--- src/rtl/zx8x_vram_sequencer.sv ---
// Video RAM sequencer: walks 32 character cells per scanline (display file code, then
// charset row) and interleaves single CPU writes into the gaps between cells.
module zx8x_vram_sequencer #(
    parameter logic [12:0] CHARSET_BASE = 13'h0000,
    parameter logic [12:0] DFILE_BASE   = 13'h0200,
    parameter int          COLS         = 32,
    parameter int          LINES        = 192
) (
    input  logic        clk,
    input  logic        reset,
    input  logic        line_start,
    input  logic [7:0]  scan_line,
    input  logic        cpu_req,
    input  logic [12:0] cpu_addr,
    input  logic [7:0]  cpu_data,
    output logic        cpu_ack,
    output logic [12:0] ram_addr,
    output logic [7:0]  ram_d,
    output logic        ram_we,
    input  logic [7:0]  ram_q,
    output logic [7:0]  pix_byte,
    output logic        pix_valid,
    output logic        busy,
    output logic        line_done,
    output logic        overrun,
    output logic [2:0]  dbg_state
);

    typedef enum logic [2:0] {
        S_IDLE     = 3'd0,
        S_CHAR_RD  = 3'd1,
        S_CHAR_LAT = 3'd2,
        S_PIX_RD   = 3'd3,
        S_PIX_LAT  = 3'd4,
        S_CPU_WR   = 3'd5
    } state_t;

    // Handshake: cpu_req is held with cpu_addr/cpu_data stable until cpu_ack pulses; the
    // write happens in the cycle before cpu_ack, and req is ignored while cpu_ack is high.

    state_t      state_q, state_d;
    logic [4:0]  row_q, row_d;
    logic [2:0]  sub_q, sub_d;
    logic [4:0]  col_q, col_d;
    logic [7:0]  code_q, code_d;
    logic [12:0] ram_addr_q, ram_addr_d;
    logic [7:0]  ram_d_q, ram_d_d;
    logic        ram_we_q, ram_we_d;
    logic        cpu_ack_q, cpu_ack_d;
    logic [7:0]  pix_byte_q, pix_byte_d;
    logic        pix_valid_q, pix_valid_d;
    logic        busy_q, busy_d;
    logic        line_done_q, line_done_d;
    logic        overrun_q, overrun_d;

    logic line_ok;
    logic cpu_go;

    assign line_ok = line_start && (int'(scan_line) < LINES);
    assign cpu_go  = cpu_req && !cpu_ack_q;

    always_comb begin
        state_d     = state_q;
        row_d       = row_q;
        sub_d       = sub_q;
        col_d       = col_q;
        code_d      = code_q;
        ram_addr_d  = ram_addr_q;
        ram_d_d     = ram_d_q;
        ram_we_d    = 1'b0;
        cpu_ack_d   = 1'b0;
        pix_byte_d  = pix_byte_q;
        pix_valid_d = 1'b0;
        busy_d      = busy_q;
        line_done_d = 1'b0;
        overrun_d   = overrun_q;

        case (state_q)
            S_IDLE: begin
                if (cpu_go) state_d = S_CPU_WR;
            end
            S_CHAR_RD:  state_d = S_CHAR_LAT;
            S_CHAR_LAT: begin
                code_d  = ram_q;
                state_d = S_PIX_RD;
            end
            S_PIX_RD:   state_d = S_PIX_LAT;
            S_PIX_LAT: begin
                pix_byte_d  = code_q[7] ? ~ram_q : ram_q;
                pix_valid_d = 1'b1;
                if (col_q == 5'(COLS - 1)) begin
                    line_done_d = 1'b1;
                    busy_d      = 1'b0;
                    state_d     = S_IDLE;
                end else begin
                    col_d   = col_q + 5'd1;
                    state_d = cpu_go ? S_CPU_WR : S_CHAR_RD;
                end
            end
            S_CPU_WR: begin
                cpu_ack_d = 1'b1;
                state_d   = busy_q ? S_CHAR_RD : S_IDLE;
            end
            default: state_d = S_IDLE;
        endcase

        // A valid line_start always wins: it restarts from col 0 in any state. A write
        // already in CPU_WR has happened this cycle, so its ack still goes out.
        if (line_ok) begin
            if (busy_q) overrun_d = 1'b1;
            row_d       = scan_line[7:3];
            sub_d       = scan_line[2:0];
            col_d       = 5'd0;
            busy_d      = 1'b1;
            pix_valid_d = 1'b0;
            line_done_d = 1'b0;
            state_d     = S_CHAR_RD;
        end

        // RAM address is registered, so it is set up from the next-state values.
        case (state_d)
            S_CHAR_RD: ram_addr_d = DFILE_BASE + 13'(row_d) * 13'(COLS) + 13'(col_d);
            S_PIX_RD:  ram_addr_d = CHARSET_BASE + {4'b0000, code_d[5:0], sub_d};
            S_CPU_WR: begin
                ram_addr_d = cpu_addr;
                ram_d_d    = cpu_data;
                ram_we_d   = 1'b1;
            end
            default: ;
        endcase
    end

    always_ff @(posedge clk or posedge reset) begin
        if (reset) begin
            state_q     <= S_IDLE;
            row_q       <= 5'd0;
            sub_q       <= 3'd0;
            col_q       <= 5'd0;
            code_q      <= 8'd0;
            ram_addr_q  <= 13'd0;
            ram_d_q     <= 8'd0;
            ram_we_q    <= 1'b0;
            cpu_ack_q   <= 1'b0;
            pix_byte_q  <= 8'd0;
            pix_valid_q <= 1'b0;
            busy_q      <= 1'b0;
            line_done_q <= 1'b0;
            overrun_q   <= 1'b0;
        end else begin
            state_q     <= state_d;
            row_q       <= row_d;
            sub_q       <= sub_d;
            col_q       <= col_d;
            code_q      <= code_d;
            ram_addr_q  <= ram_addr_d;
            ram_d_q     <= ram_d_d;
            ram_we_q    <= ram_we_d;
            cpu_ack_q   <= cpu_ack_d;
            pix_byte_q  <= pix_byte_d;
            pix_valid_q <= pix_valid_d;
            busy_q      <= busy_d;
            line_done_q <= line_done_d;
            overrun_q   <= overrun_d;
        end
    end

    assign cpu_ack   = cpu_ack_q;
    assign ram_addr  = ram_addr_q;
    assign ram_d     = ram_d_q;
    assign ram_we    = ram_we_q;
    assign pix_byte  = pix_byte_q;
    assign pix_valid = pix_valid_q;
    assign busy      = busy_q;
    assign line_done = line_done_q;
    assign overrun   = overrun_q;
    assign dbg_state = state_q;

endmodule

--- config.mk ---
export PLATFORM = sky130hd
export DESIGN_NAME = zx8x_vram_sequencer
export DESIGN_NICKNAME = d
export VERILOG_FILES = /design/src/rtl/zx8x_vram_sequencer.sv
export SDC_FILE = /design/constraint.sdc
export NUM_CORES = 1
export LEC_CHECK = 0
export BUFFER_PORTS_ARGS = -buffer_cell sky130_fd_sc_hd__buf_2
export CORE_MARGIN = 2
export CORE_UTILIZATION = 45
export DETAILED_ROUTE_END_ITERATION = 10
export PLACE_DENSITY = 0.75
export SLEW_MARGIN = 15
export SYNTH_ARGS = -nofsm -noshare
export SYNTH_HDL_FRONTEND = slang
export SYNTH_SLANG_ARGS = --single-unit
--- constraint.sdc ---
create_clock -name clk -period 2.18 [get_ports clk]
set_clock_uncertainty 0.2 [all_clocks]
set_input_delay 0.436 -clock clk [delete_from_list [all_inputs] [get_ports clk]]
set_output_delay 0.436 -clock clk [all_outputs]
set_load 0.05 [all_outputs]
; ---- Word level (Yosys, flattened, before mapping)
; Index checks and enable logic that the tools add are counted.
[word_totals]
regBits = 59
out_inout_bits = 38
input_bits = 41
[op_classes]
eq_ne = 9
mux = 24
n_addsub = 3
bitwise_logic = 1
magnitude_cmp = 1
reduce_logical = 9
[ops]
columns = cell, count
row1 = 13-bit one-hot mux with 3 select lines, 1
row2 = 5-bit two-way mux, 4
row3 = 3-bit one-hot mux with 6 select lines, 1
row4 = 3-bit two-way mux, 5
row5 = 11-bit by 5-bit adder with 12-bit output, 1
row6 = "10-bit by 10-bit adder with 11-bit output, first input constant", 1
row7 = 1-bit two-way mux, 11
row8 = "3-bit by 2-bit equality test with 1-bit output, second input constant", 3
row9 = "3-bit equality test, second input constant", 3
row10 = "8-bit < comparator, second input constant", 1
row11 = 8-bit two-way mux, 1
row12 = 8-bit inverter, 1
row13 = "3-bit by 1-bit equality test with 1-bit output, second input constant", 2
row14 = 6-bit two-way mux, 1
row15 = "5-bit by 1-bit adder with 5-bit output, second input constant", 1
row16 = "5-bit equality test, second input constant", 1
row17 = 2-bit AND reduction, 2
row18 = 2-bit nonzero test, 2
row19 = 3-bit logical NOT, 1
row20 = 3-bit nonzero test, 1
row21 = 1-bit logical AND, 2
row22 = 1-bit logical NOT, 1

; ---- Depth between registers and ports, before layout
; Gate-level depths: netlist of run 1.
[depth]
ltp_word = 8
mapped_depth = 7
ltp_nobuf = 6

; ---- Worst setup path after synthesis of run 1
; OpenSTA, ideal clock, no wires.
[synth_path]
kind = reg2reg
start = register state_q[1], in the netlist dbg_state[1]
end = register ram_d_q[0], in the netlist ram_d[0]
arrival_ps = 2202
slack_ps = -347
synth_period_minus_slack_ps = 2527
stages_incl_launch_ff = 8
path_buffers = 2
cell_sequence = dfrtp_1 -> buf_6 -> or4b_4 -> a21oi_4 -> o21a_4 -> and2_4 -> buf_12 -> mux2_4
[synth_via]
elab_chain_cells = 4
elab_cells_between_ends = 10
classes_between = 6 x eq/ne / 3 x mux / 1 x reduce/logical
[synth_lines]
columns = element, line_no
row1 = "start, declared", 41  ; state_t state_q, state_d;
row2 = "start signal, assigned", 150  ; state_q <= state_d;
row3 = 3-bit equality test (tied with other cells), 78  ; case (state_q)
row4 = 3-bit one-hot mux with 6 select lines (*), 78
row5 = 3-bit two-way mux (*), 109  ; if (line_ok) begin
row6 = 3-bit equality test (*), 121  ; case (state_d)
row7 = "end signal, assigned", 156  ; ram_d_q <= ram_d_d;
row8 = "end, declared", 47  ; logic [7:0] ram_d_q, ram_d_d;
; Mark *: on every way between the ends. The rest lies on a longest branch, timed or not.
; A chain may end at the register's enable or synchronous reset.

; ---- Final worst setup path of run 1
[layout_path]
start = register cpu_ack_q, in the netlist cpu_ack
end = register ram_d_q[1], in the netlist ram_d[1]
[layout_via]
elab_chain_cells = 7
elab_cells_between_ends = 8
classes_between = 1 x eq/ne / 5 x mux / 2 x reduce/logical
[layout_lines]
columns = element, line_no
row1 = "start, declared", 49  ; logic cpu_ack_q, cpu_ack_d;
row2 = "start signal, assigned", 158  ; cpu_ack_q <= cpu_ack_d;
row3 = 1-bit logical NOT (*), 60  ; assign cpu_go = cpu_req && !cpu_ack_q;
row4 = 1-bit logical AND (*), 60
row5 = 3-bit two-way mux, 97  ; state_d = cpu_go ? S_CPU_WR : S_CHAR_RD;
row6 = 3-bit two-way mux, 91  ; if (col_q == 5'(COLS - 1)) begin
row7 = 3-bit one-hot mux with 6 select lines (*), 78
row8 = 3-bit two-way mux (*), 109
row9 = 3-bit equality test (*), 121
; Marks and branches as above.

==> results of run 1 <==
## final timing paths
check,from,end,slack (ps)
hold reg to reg,overrun,overrun,260
setup / recovery,cpu_ack,ram_d[1],50
min in group asynchronous,reset,pix_byte[6],510
max in group asynchronous,reset,dbg_state[2],1030
hold / removal,scan_line[0],sub_q[0],110
setup reg to reg,cpu_ack,ram_d[1],50
## worst max-delay path, delay by kind of cell (launching register included)
kind             cells  cell delay [ps]
AO/OA/AOI/OAI        2              310
flip-flops           1              410
multiplexers         1              310
AND/OR/NAND/NOR      2              780
## logic make-up (layout without fill, tap and decap cells)
group           Yosys count  count (layout)  share of synthesized area, %
compound gates           53              53                         14.74
xor+xnor                 10              10                         3.557
fa+ha+maj                 1               1                        0.5080
buf+inv                  18             114                         3.964
flops                    52              52                         52.85
mux                      10              10                         5.691
simple gates             98              99                         18.70
## flip-flops by register name, summed over array words and instances (netlist names)
signal	cells
cpu_ack	1
ram_we	1
pix_valid	1
busy	1
code_q	1
dbg_state	3
overrun	1
row_q	5
pix_byte	8
ram_addr	13
sub_q	3
line_done	1
ram_d	8
col_q	5
## stage by stage
| step | utilization [%] | total power [mW] |
|---|---|---|
| 2_1_floorplan | - | 3.687 |
| 3_3_place_gp | 57.76 | 4.297 |
| 3_5_place_dp | 57.76 | 4.370 |
| 4_1_cts | 60.00 | 4.982 |
| 5_1_grt | 61.71 | 5.365 |
| 6_report | 61.71 | 5.066 |
## power groups by stage
stage | clock network (mW) | logic, mW | registers [mW]
final | 0.579 | 2.94 | 1.54
after CTS | 0.598 | 2.85 | 1.53
after detailed placement | 0 | 2.82 | 1.55
after global placement | 0 | 2.76 | 1.54
after global routing | 0.644 | 3.14 | 1.59
after floorplan | 0 | 1.12 | 2.57
## final cells by class
class / instances / area [µm²] / share of cell area (%)
Tap cell: 70 / 87.58 / 2.727
Clock buffer: 5 / 68.82 / 2.143
Timing Repair Buffer: 102 / 593.1 / 18.47
Inverter: 4 / 15.01 / 0.4675
Clock inverter: 3 / 27.53 / 0.8570
Multi-Input combinational cell: 173 / 1114 / 34.67
Sequential cell: 52 / 1306 / 40.67
## cell usage in the layout (no fill, tap or decap), types with 2 or more instances in the layout
cell type,count
buf_2,78
dfrtp_1,48
nand2_1,38
nor2_1,26
a21oi_1,21
buf_4,20
xnor2_1,9
mux2_4,8
o21ai_0,7
nand3_1,6
o211ai_1,5
nor3_1,5
clkbuf_8,5
nor2b_1,4
dfrtp_2,4
nand2b_1,3
inv_1,3
and2_1,3
nand4_1,2
o22a_1,2
a31oi_1,2
a21o_1,2
and2_4,2
o32a_1,2
buf_6,2
## layer usage
metal	vias up	part of all wire, %	GRT usage (%)
li1	1025	-	-
met4	0	2.0	8.421
met2	73	49	33.97
met5	-	0	0
met3	12	5.7	2.907
met1	1005	43	27.51
## cells in the mapped netlist, types with 3 or more instances
cell type / number
inv_1: 4
nor2b_1: 4
a21oi_1: 21
mux2_4: 8
dfrtp_1: 52
o21ai_0: 7
o211ai_1: 5
clkbuf_1: 7
nand3_1: 7
nor2_1: 26
nor3_1: 5
nand2b_1: 3
nand2_1: 38
and2_1: 3
xnor2_1: 9
## repair_timing
action                     CTS  global route
hold buffers                 1             0
setup endpoints to repair   10            21
cloned                       1             0
pin swaps                    0             4
hold endpoints to repair    52             0
resized for setup            1            10
setup buffers                0             6
==> results.toml, run 1 <==
[global_route]
grt_pass1_wl_um = 9846
grt_max_degree = 53
grt_pass1_vias = 2040
grtUsageTotal_pct = 20.66
grt_overflow = 0
antenna_found_initial = 0

[die]
ios = 79
row_count = 26
die_area_um2 = 6079
die_w_um = 77.97
core-area_um2 = 5205
initial_core_util_pct = 47.31
die_y_um = 77.97

[finish]
layout-drive-gt1-share_pct = 40.41
design_area_um2 = 3212
area_growth_pct = 30.44
final_nets = 380
fill_cells = 447
diodes = 0
fin_cells = 409

[power_and_ir_drop]
p_sw_share_pct = 50.04
p_switching_mw = 2.535
clock_power_share_pct = 11.4
p_leak_nw = 1.525
power_frac_comb_pct = 58.1
p_seq_share_pct = 30.5
ir_worst_vdd_mv = 0.7243
powerDensity_nw_per_um2 = 1577
p_int_mw = 2.531

[timing]
fin_ws_ps = 52.19
min_period_over_period_pct = 97.61
relSlewSlack_pct = 70.66
slew_violations = 0
whs_ps = 105.6
final.setup.tns_ps = 0
fmax_mhz = 470.0
finalHoldViolations = 0
tightest_slew_ps = 440.1
period_needed_ps = 2128
setup_violations = 0

[drt]
wl_per_cell_um = 14.86
dr.pass1.iters = 4
wl_um = 6078
antenna_left = 0
via_per_inst = 5.171
drt_iter0_markers = 132
vias = 2115
drc = 0

[synthesis]
syn_area_per_cell_um2 = 10.18
ys.flop_type = "dfrtp_1"
ys_seq_area_share_pct = 52.85
ys_ff_latch = 52
ys_types = 49
synth_edf_count = 0
synthTopCellsByArea = "dfrtp_1 (53%), nand2_1 (5.8%), mux2_4 (4.9%)"
yosys.area.top_type = "dfrtp_1"
netlist.area_leader.share_pct = 52.85
async_reset_ff_share_pct = 100.0
syn-cell-area_um2 = 2462
syn_inst = 242
synth_warnings = 0
syn_nets = 284

[clock_network]
cts_buffers = 5
cts_sinks = 52
root_buffer = "clkbuf_8"
cts_max_level = 2
clk_latency_ps = 310
clockBufferDepth = 2
clk_pin_slew_ps = 100
cts_tree = "built"

[setup_path]
required_ps = 2190
crit_chain = "or4b_4 -> a21oi_4 -> o21a_4 -> and2_4 -> mux2_4"
worstRegToRegCells = 5
startpoint_type = "flop"
path_max_fanout = 5
critPathKind = "reg2reg"
arrival_ps = 2140
endpoint_kind = "flop"
slowest_delay_ps = 580
cp_slowest_cell = "or4b_4"

[run_status]
status = "finished clean"

[flow_run]
drv_cap = 0

[placement]
dpl_cell_area_um2 = 3007
place_congestion = 0.8915
dp_slack_ps = -77.07
dp.cells = 393
dpl.hpwl_um = 4184
place.port_buffers = 78

[hold_path]
whs_path_depth = 3
hold_path_class = "in2reg"
(Power assumes the default switching activity.)
==> run 2, diff against run 1 <==
--- a/config.mk
+++ b/config.mk
@@ -6,10 +6,12 @@
 export NUM_CORES = 1
 export LEC_CHECK = 0
 export BUFFER_PORTS_ARGS = -buffer_cell sky130_fd_sc_hd__buf_2
+export CELL_PAD_IN_SITES_DETAIL_PLACEMENT = 1
+export CELL_PAD_IN_SITES_GLOBAL_PLACEMENT = 1
 export CORE_MARGIN = 2
-export CORE_UTILIZATION = 45
+export CORE_UTILIZATION = 34
 export DETAILED_ROUTE_END_ITERATION = 10
-export PLACE_DENSITY = 0.75
+export PLACE_DENSITY_LB_ADDON = 0.1
 export SLEW_MARGIN = 15
 export SYNTH_ARGS = -nofsm -noshare
 export SYNTH_HDL_FRONTEND = slang
==> results.toml, run 2 (synthesis results as in run 1) <==
[placement]
dp.cells = 424
place_congestion = 0.7594
dp_slack_ps = -77.33
dpl_cell_area_um2 = 3070
dpl.hpwl_um = 4750
place.port_buffers = 78

[finish]
design_area_um2 = 3237
largest_reg_flops = 13
final_nets = 378
area_growth_pct = 31.45
diodes = 0
final_cell_mix = "buf_2 (78), dfrtp_1 (49), nand2_1 (38)"
layout-drive-gt1-share_pct = 38.87
utilization_pct = 45.35
final_common_cell = "buf_2"
fin_cells = 436

[timing]
tightest_slew_ps = 495.0
whs_ps = 106.1
min_period_over_period_pct = 99.44
finalHoldViolations = 0
period_needed_ps = 2168
fmax_mhz = 461.3
relSlewSlack_pct = 66.95
setup_violations = 0
fin_ws_ps = 12.26
final.setup.tns_ps = 0
slew_violations = 0
rsz0062_at_grt = "true"

[setup_path]
crit_chain = "or4b_4 -> a21oi_4 -> o21a_4 -> and2_2 -> mux2_4"
ff2ff_setup_slack_ps = 10
critPathBufInv = 0
critPathKind = "reg2reg"
endpoint_kind = "flop"
required_ps = 2180
cp_slowest_cell = "or4b_4"
startpoint_type = "flop"
slowest_delay_ps = 580
arrival_ps = 2170
path_max_fanout = 4
critPathTopFamily = "simple AND/OR/NAND/NOR gates"

[clock_network]
root_buffer = "clkbuf_8"
cts_sinks = 52
cts_buffers = 5
clockBufferDepth = 2
clk_pin_slew_ps = 100
clk_latency_ps = 310
cts_max_level = 2
cts_tree = "built"

[drt]
dr.pass1.iters = 4
antenna_left = 0
wl_per_cell_um = 15.25
vias = 2116
wl_um = 6649
drc = 0
drt_iter0_markers = 90
via_per_inst = 4.853

[power_and_ir_drop]
ir_worst_vdd_mv = 0.5355
power.total_mw = 5.129
p_seq_share_pct = 30.0
p_switching_mw = 2.508
p_leak_nw = 1.527
p_sw_share_pct = 48.89
powerDensity_nw_per_um2 = 1585
clock_power_share_pct = 13.2
power_frac_comb_pct = 56.8
p_int_mw = 2.621

[die]
die_area_um2 = 7939
die_y_um = 89.10
initial_core_util_pct = 34.50
ios = 79
row_count = 31
die_w_um = 89.10
core-area_um2 = 7137

[global_route]
grt_max_degree = 32
grt_pass1_vias = 2174
grt_overflow = 0
grt_pass1_wl_um = 10550
antenna_found_initial = 0
grtUsageTotal_pct = 17.38

[flow_run]
drv_cap = 0

[run_status]
status = "finished clean"

[hold_path]
hold_path_class = "in2reg"
-- run 2: changes by cell type in the layout (fill, tap and decap cells not counted), sizes merged --
cell / delta
clkinvlp: -1
buf: -2
bufinv: +1
clkbuf: +1
inv: -1
-- run 2: final cells by class --
class | count | area, µm²
Clock inverter | 2 | 35.03
Clock buffer | 6 | 72.57
Sequential cell | 52 | 1305
Inverter | 4 | 15.01
Fill cell | 857 | 3900
Timing Repair Buffer | 100 | 583.1
Tap cell | 99 | 123.9
Multi-Input combinational cell | 173 | 1102
-- run 2: what timing repair did --
item,4_1_cts,5_1_grt
hold buffers,1,0
endpoints found under the hold margin,21,0
gates cloned,0,1
endpoints found under the setup margin,8,14
setup buffers,0,2
pin swaps,1,2
gates resized for setup,0,6
-- run 2: per-layer routing --
layer	GRT usage [%]	wire, µm
met3	3.047	327
met2	28.28	3050
met4	5.292	82
met5	0	0
met1	23.76	3189
-- run 2: final timing paths --
| path | startpoint | end | cells after the start |
|---|---|---|---|
| setup / recovery | cpu_ack | ram_d[7] | 5 |
| hold / removal | scan_line[2] | sub_q[2] | 3 |
| setup reg to reg | cpu_ack | ram_d[7] | 5 |
| hold reg to reg | overrun | overrun | 1 |
| max in group asynchronous | reset | dbg_state[1] | 4 |
| min in group asynchronous | reset | pix_byte[6] | 3 |
-- run 2: power groups by stage --
stage	Sequential, mW	Combinational, mW	Clock (mW)
3_3_place_gp	1.56	2.83	0
3_5_place_dp	1.56	2.87	0
6_report	1.54	2.91	0.676
2_1_floorplan	2.57	1.12	0
5_1_grt	1.59	3.13	0.734
4_1_cts	1.54	2.88	0.696
-- run 2: worst reg2reg max path, cell delays in order (launching register included) --
cell,delay (ps)
dfrtp_2,410
or4b_4,580
a21oi_4,190
o21a_4,160
and2_2,210
mux2_4,310
